## src/rtl/word_fifo32_pkg.sv

```systemverilog
// word_fifo32_pkg: default sizes and the pointer-width helper shared by buffer stages
package word_fifo32_pkg;
  localparam int DEF_WIDTH = 32;
  localparam int DEF_DEPTH = 4;
  function automatic int ptr_w(input int depth);
    return depth > 1 ? $clog2(depth) : 1;
  endfunction
endpackage

```

## src/rtl/word_fifo32_if.sv

```systemverilog
// word_fifo32_if: valid/ready upstream and downstream handshakes plus occupancy
interface word_fifo32_if
  import word_fifo32_pkg::*;
#(
  parameter int WIDTH = DEF_WIDTH,
  parameter int DEPTH = DEF_DEPTH
);
  localparam int AW = ptr_w(DEPTH);
  logic             in_valid;
  logic             in_ready;
  logic [WIDTH-1:0] in_data;
  logic             out_valid;
  logic             out_ready;
  logic [WIDTH-1:0] out_data;
  logic [AW:0]      count;
  modport slave (
    input  in_valid, in_data, out_ready,
    output in_ready, out_valid, out_data, count
  );
  modport master (
    output in_valid, in_data, out_ready,
    input  in_ready, out_valid, out_data, count
  );
endinterface

```

## src/rtl/word_fifo32_ptr.sv

```systemverilog
// fifo_ptr: wrapping AW-bit pointer with synchronous active-low reset and increment enable
module fifo_ptr #(
  parameter int AW = 2
) (
  input  logic          clk,
  input  logic          rst_n,
  input  logic          i_inc,
  output logic [AW-1:0] o_ptr
);
  logic [AW-1:0] r_ptr;
  always_ff @(posedge clk)
    if (!rst_n) r_ptr <= '0;
    else if (i_inc) r_ptr <= r_ptr + 1'b1;
  assign o_ptr = r_ptr;
endmodule

```

## src/rtl/word_fifo32.sv

```systemverilog
// word_fifo32: first-word-fall-through FIFO buffering inv32 words for a stalling sink
module word_fifo32
  import word_fifo32_pkg::*;
#(
  parameter int WIDTH = DEF_WIDTH,
  parameter int DEPTH = DEF_DEPTH
) (
  input logic          clk,
  input logic          rst_n,
  word_fifo32_if.slave bus
);
  localparam int AW = ptr_w(DEPTH);
  localparam logic [AW:0] FULL = (AW+1)'(DEPTH);
  logic [WIDTH-1:0] r_mem [DEPTH];
  logic [AW:0]      r_count;
  logic [AW-1:0]    w_wr_ptr, w_rd_ptr;
  logic             w_push, w_pop;
  assign bus.in_ready  = rst_n & (r_count != FULL);
  assign bus.out_valid = rst_n & (r_count != '0);
  assign bus.out_data  = r_mem[w_rd_ptr];
  assign bus.count     = r_count;
  assign w_push = bus.in_valid & bus.in_ready;
  assign w_pop  = bus.out_valid & bus.out_ready;
  fifo_ptr #(.AW(AW)) u_wr (.clk(clk), .rst_n(rst_n), .i_inc(w_push), .o_ptr(w_wr_ptr));
  fifo_ptr #(.AW(AW)) u_rd (.clk(clk), .rst_n(rst_n), .i_inc(w_pop),  .o_ptr(w_rd_ptr));
  always_ff @(posedge clk)
    if (!rst_n) for (int i = 0; i < DEPTH; i++) r_mem[i] <= '0;
    else if (w_push) r_mem[w_wr_ptr] <= bus.in_data;
  // count is kept as its own up/down counter so full/empty never depend on pointer compares
  always_ff @(posedge clk)
    if (!rst_n) r_count <= '0;
    else if (w_push & ~w_pop) r_count <= r_count + 1'b1;
    else if (~w_push & w_pop) r_count <= r_count - 1'b1;
endmodule
```

## src/flat_wrapper.sv

```systemverilog
// flat-port wrapper written by rule: the top's interface ports become plain ports
module word_fifo32_flat import word_fifo32_pkg::*;
#(
  parameter int WIDTH = DEF_WIDTH,
  parameter int DEPTH = DEF_DEPTH
)
  (clk, rst_n, bus_in_valid, bus_in_data, bus_out_ready, bus_in_ready, bus_out_valid, bus_out_data, bus_count);
  word_fifo32_if #(.WIDTH(WIDTH), .DEPTH(DEPTH)) bus_i ();
  input logic clk;
  input logic rst_n;
  input wire logic [$bits(bus_i.in_valid)-1:0] bus_in_valid;
  input wire logic [$bits(bus_i.in_data)-1:0] bus_in_data;
  input wire logic [$bits(bus_i.out_ready)-1:0] bus_out_ready;
  output wire logic [$bits(bus_i.in_ready)-1:0] bus_in_ready;
  output wire logic [$bits(bus_i.out_valid)-1:0] bus_out_valid;
  output wire logic [$bits(bus_i.out_data)-1:0] bus_out_data;
  output wire logic [$bits(bus_i.count)-1:0] bus_count;
  assign bus_i.in_valid = bus_in_valid;
  assign bus_i.in_data = bus_in_data;
  assign bus_i.out_ready = bus_out_ready;
  assign bus_in_ready = bus_i.in_ready;
  assign bus_out_valid = bus_i.out_valid;
  assign bus_out_data = bus_i.out_data;
  assign bus_count = bus_i.count;
  word_fifo32 #(.WIDTH(WIDTH), .DEPTH(DEPTH)) u_core (.clk(clk), .rst_n(rst_n), .bus(bus_i));
endmodule
```

## config.mk

```make
export PLATFORM = sky130hd
export DESIGN_NAME = word_fifo32_flat
export DESIGN_NICKNAME = d
export VERILOG_FILES = /design/src/rtl/word_fifo32_pkg.sv /design/src/rtl/word_fifo32_if.sv /design/src/rtl/word_fifo32_ptr.sv /design/src/rtl/word_fifo32.sv /design/src/flat_wrapper.sv
export SDC_FILE = /design/constraint.sdc
export NUM_CORES = 1
export LEC_CHECK = 0
export BUFFER_PORTS_ARGS = -buffer_cell sky130_fd_sc_hd__buf_2
export CELL_PAD_IN_SITES_DETAIL_PLACEMENT = 0
export CELL_PAD_IN_SITES_GLOBAL_PLACEMENT = 2
export CORE_ASPECT_RATIO = 0.9
export CORE_MARGIN = 8
export CORE_UTILIZATION = 48
export CTS_BUF_LIST = sky130_fd_sc_hd__clkbuf_4 sky130_fd_sc_hd__clkbuf_8
export DETAILED_ROUTE_END_ITERATION = 12
export PLACE_DENSITY = 0.94
export SLEW_MARGIN = 30
export SYNTH_ARGS = -nofsm -noshare
export SYNTH_HDL_FRONTEND = slang
export SYNTH_SLANG_ARGS = --single-unit
```

## constraint.sdc

```tcl
create_clock -name clk -period 7.1 [get_ports clk]
set_input_delay 0.71 -clock clk [delete_from_list [all_inputs] [get_ports clk]]
set_output_delay 0.71 -clock clk [all_outputs]
set_load 0.02 [all_outputs]
```

# Word level (Yosys, flattened, before mapping)
# Memory sizes are Yosys's and may differ from the RTL's. A register that Yosys moved wholly into a read port is not among the register bits.
# Index checks and enable logic that the tools add are counted.
# W data, S select, Z words.
[op_classes]
addsub = 4
mul = 0
div_mod_pow = 0
n_lt_le_gt_ge = 0
eq_ne = 1
shift = 0
muxes = 11
bitwise = 8
n_reduce_logical = 3
[ops]
columns = ["operator", "n"]
rows = [
  ["$mux W32", 1],
  ["$reduce_or A32 Y1", 1],
  ["$and A1 B1 Y1", 6],
  ["$mux W2", 3],
  ["$mux W3", 2],
  ["$mux W1", 5],
  ["$add A2 B1 Y2 const B", 2],
  ["$add A3 B1 Y3 const B", 1],
  ["$ne A3 B3 Y1 const B", 1],
  ["$reduce_bool A3 Y1", 1],
  ["$sub A3 B1 Y3 const B", 1],
  ["$not A1 Y1", 2],
  ["$reduce_bool A2 Y1", 1],
]
[totals]
register_bits = 7
latchBits = 0
ram_bits = 128
mem_bits_ro = 0
input_bits = 36
word_cells = 31
mem_count = 1
[memory_table]
columns = ["name", "words", "width", "rd", "rd_clocked_by_memory_dff", "write_ports", "line", "source"]
rows = [
  ["u_core.r_mem", 4, 32, 1, 1, 4, "word_fifo32.sv:14", "logic [WIDTH-1:0] r_mem [DEPTH];"],
]

# Logic depth before layout (Yosys ltp)
[depth]
word_depth = 8
ltp_mapped = 9
depth_no_buf = 8

# Hierarchy
# Synthesis repeated with hierarchy kept, for this count alone.
[hier_totals]
hier_cells = 355
hier_area_um2 = 5938.2
[by_module_without_submodules]
columns = ["mod", "n_inst", "cells_per_inst", "area_per_inst_um2"]
rows = [
  ["word_fifo32", 1, 339, 5780.5],
  ["fifo_ptr", 2, 8, 78.8],
]

# Worst setup path after synthesis
# No wires, ideal clock.
[synth_path]
path_type = "reg2reg"
startpoint = "register u_core.r_count[0], in the netlist u_core.bus.count[0]"
endpoint = "memory u_core.r_mem[3][0] in the netlist's numbering, enable pin"
t_arrival_ns = 3.260
required_ns = 6.630
slack_ns = 3.370
path_stages_with_launch = 3
synth_period_minus_slack_ns = 3.730
cell_sequence = "dfxtp_1 nor3b_4 o31ai_1"
[synth_rtl]
columns = ["item", "line", "source"]
rows = [
  ["start, declared", "word_fifo32.sv:15", "logic [AW:0] r_count;"],
  ["start signal, assigned", "word_fifo32.sv:32", "else if (w_push & ~w_pop) r_count <= r_count + 1'b1;"],
  ["start signal, assigned", "word_fifo32.sv:33", "else if (~w_push & w_pop) r_count <= r_count - 1'b1;"],
  ["end, declared", "word_fifo32.sv:14", ""],
]

==> results.cfg <==
[clock_tree]
clockBufferDepth = 2
cts_tree = done
cts.sinks = 137
cts_hold_buffers = 0
clk_pin_slew_worst_paths_ps = 80
root_buffer = clkbuf_8
post_cts_resized = 0
cts_inserted_buffers = 17
ctsHtreeMaxLevel = 4
worstSkewPairLatency_ps = 430
cts_setup_buffers = 0

[timing]
clock_skew_ps = 8.89
finalSetupViolations = 0
rsz0062_at_grt = false
fin_crit_ps = 3030
fin_crit_sh_pct = 42.7
worst_pin_slew_ps = 932
holdWs_ps = 583
max_freq_mhz = 330
slew_headroom_pct = 37.9
setup-tns-final_ps = 0
report.final.slew_viol_count = 0
finalHoldViolations = 0

[synthesis]
synth_nets = 394
ys_seq_area_share_pct = 66.3
syn_inst = 356
synth.distinct_cells = 31
syn_area_per_cell_um2 = 17.0
synth-warning-count = 0
syn-cell-area_um2 = 6070
synth-seq-cells = 137

[global_routing]
grt_max_degree = 34
grt_pass1_vias = 3576
antenna_found_initial = 0
gr-total-overflow = 0
grt_pass1_wl_mm = 18.9
track_usage_pct = 15.4

[floorplanning]
die-area_um2 = 16500
start_util_pct = 48.4
io_pins = 73
rows = 39
fp.coreArea_um2 = 12500
dieHeight_um = 123
die_w_um = 135

[routing]
vias = 3204
wl_per_cell_um = 19.5
drtPass1Iterations = 5
antenna_left = 0
drc = 0
drt_iter0_markers = 269
routed_wl_mm = 11.9
viasPerCell = 5.26

[layout]
final_cell_mix = 130 x and2_1, 128 x edfxtp_1, 72 x buf_2, 32 x mux4_2, 17 x clkbuf_8
fillerInstances = 1018
final_nets = 470
ff_latch_area_um2 = 4030
areaGrowthSynthToFinish_pct = 13.5
insertedDiodeCount = 0
layout_commonest_cell = and2_1
multi_input_area_um2 = 1890
drive_gt1_share_pct = 34.4
design_area_um2 = 6890
fin_cells = 609

[flow_run]
max-cap-violations = 0

[place]
dp_hpwl_mm = 6.95
io_buffers = 72
place_congestion = 0.690
placedInstanceArea_um2 = 6530
place_inst = 577

[worst_setup_path]
startpoint_type = flip-flop
cp_slowest_stage_delay_ps = 650
path_class = reg2out
reg2reg_slack_ps = 4190
worstPathArrival_ps = 2320
endpoint_kind = primary output
cp_cell_sequence = buf_4 -> mux4_2 -> buf_2
crit_fanout = 19
required_ps = 6390
cp_slowest_cell = dfxtp_2
rr_worst_depth = 8

[run_status]
status = finished clean

[power]
power.density_nw_per_um2 = 313
switching_share_pct = 29.4
p_leak_nw = 2.59
intPower_mw = 1.52
power_frac_seq_pct = 48.4
ir_drop_mv = 0.178
p_total_mw = 2.16
p_comb_share_pct = 24.6
power_frac_clock_pct = 27.1
switchingPower_mw = 0.634

[min_path]
hold_class = in2reg
hold_depth = 2
==> cell type report <==
type / count / share of cell area [%]
inverter: 3 / 0.163
tap: 164 / 2.98
clock inverter: 13 / 1.60
sequential: 137 / 58.4
timing repair buffer: 77 / 5.78
multi-input combinational: 196 / 27.4
clock buffer: 19 / 3.61
==> worst max-delay path: cells and delay by family, from the launching register on <==
| kind | cells | cell delay (ps) |
|---|---|---|
| buffers and inverters | 2 | 650 |
| multiplexers | 1 | 580 |
| flip-flops | 1 | 650 |
==> cell usage after synthesis <==
master | n | area share [%]
a21boi_0 | 2 | 0.25
and2_1 | 130 | 13
and2_2 | 2 | 0.25
and2b_2 | 1 | 0.14
buf_1 | 1 | 0.062
buf_2 | 3 | 0.25
buf_6 | 12 | 2.2
clkbuf_1 | 4 | 0.25
dfxtp_1 | 9 | 3.0
edfxtp_1 | 128 | 63
fa_1 | 1 | 0.33
ha_1 | 1 | 0.21
inv_1 | 3 | 0.19
mux2i_1 | 1 | 0.16
mux4_2 | 32 | 12
nand2_1 | 1 | 0.062
nand2_2 | 1 | 0.10
nand2b_1 | 4 | 0.41
nor2_4 | 1 | 0.19
nor2b_1 | 1 | 0.10
nor3b_4 | 1 | 0.31
nor4_4 | 2 | 0.70
nor4b_4 | 1 | 0.39
o211ai_1 | 1 | 0.12
o21ai_0 | 2 | 0.16
o311ai_0 | 2 | 0.29
o31a_2 | 1 | 0.16
o31ai_1 | 2 | 0.25
or3_2 | 2 | 0.25
xnor2_1 | 3 | 0.43
xor2_1 | 1 | 0.14
==> flip-flops by register name (all words and copies together), names as in the netlist, named ones only <==
| register | count |
|---|---|
| u_core.u_rd.o_ptr | 2 |
| u_core.u_wr.o_ptr | 2 |
| u_core.r_mem | 128 |
| u_core.bus.count | 3 |
==> routing by layer <==
layer / track usage [%] / share of wire (%) / vias up
met3: 5.24 / 5.7 / 2
met4: 3.64 / 0.19 / 0
met5: 0 / 0 / -
met1: 18.3 / 41 / 1644
li1: - / - / 1468
met2: 26.5 / 53 / 90
==> stage by stage <==
stage	setup slack, ps	utilization (%)
after floorplan	3370	-
after global placement	3780	52.0
after detailed placement	3700	52.0
after CTS	3980	54.9
after global routing	3890	54.9
final	4070	54.9
==> kinds of logic after synthesis <==
group,synth area share [%]
adder cells (fa/ha/maj),0.536
flip-flops,66.3
AO/OA/AOI/OAI,1.24
AND/OR/NAND/NOR,16.3
buffers and inverters,2.97
multiplexers,12.0
XOR/XNOR,0.578
==> power by group through the flow <==
stage                     combinational (mW)  clock (mW)  sequential, mW
after floorplan                        0.409           0            1.03
after global placement                 0.530           0            1.06
after detailed placement               0.536           0            1.07
after CTS                              0.540       0.596            1.05
after global routing                   0.571       0.628            1.06
final                                  0.530       0.584            1.04
==> path summary, 6_finish.rpt <==
| kind | from | endpoint |
|---|---|---|
| setup reg to reg | u_core.bus.count[0] | u_core.bus.count[2] |
| setup / recovery | flip-flop | bus_out_data[8] |
| hold / removal | bus_in_data[0] | u_core.r_mem[2][0] |
| hold reg to reg | u_core.u_rd.o_ptr[1] | flip-flop |
No activity file was read; power rests on OpenSTA's default activity.
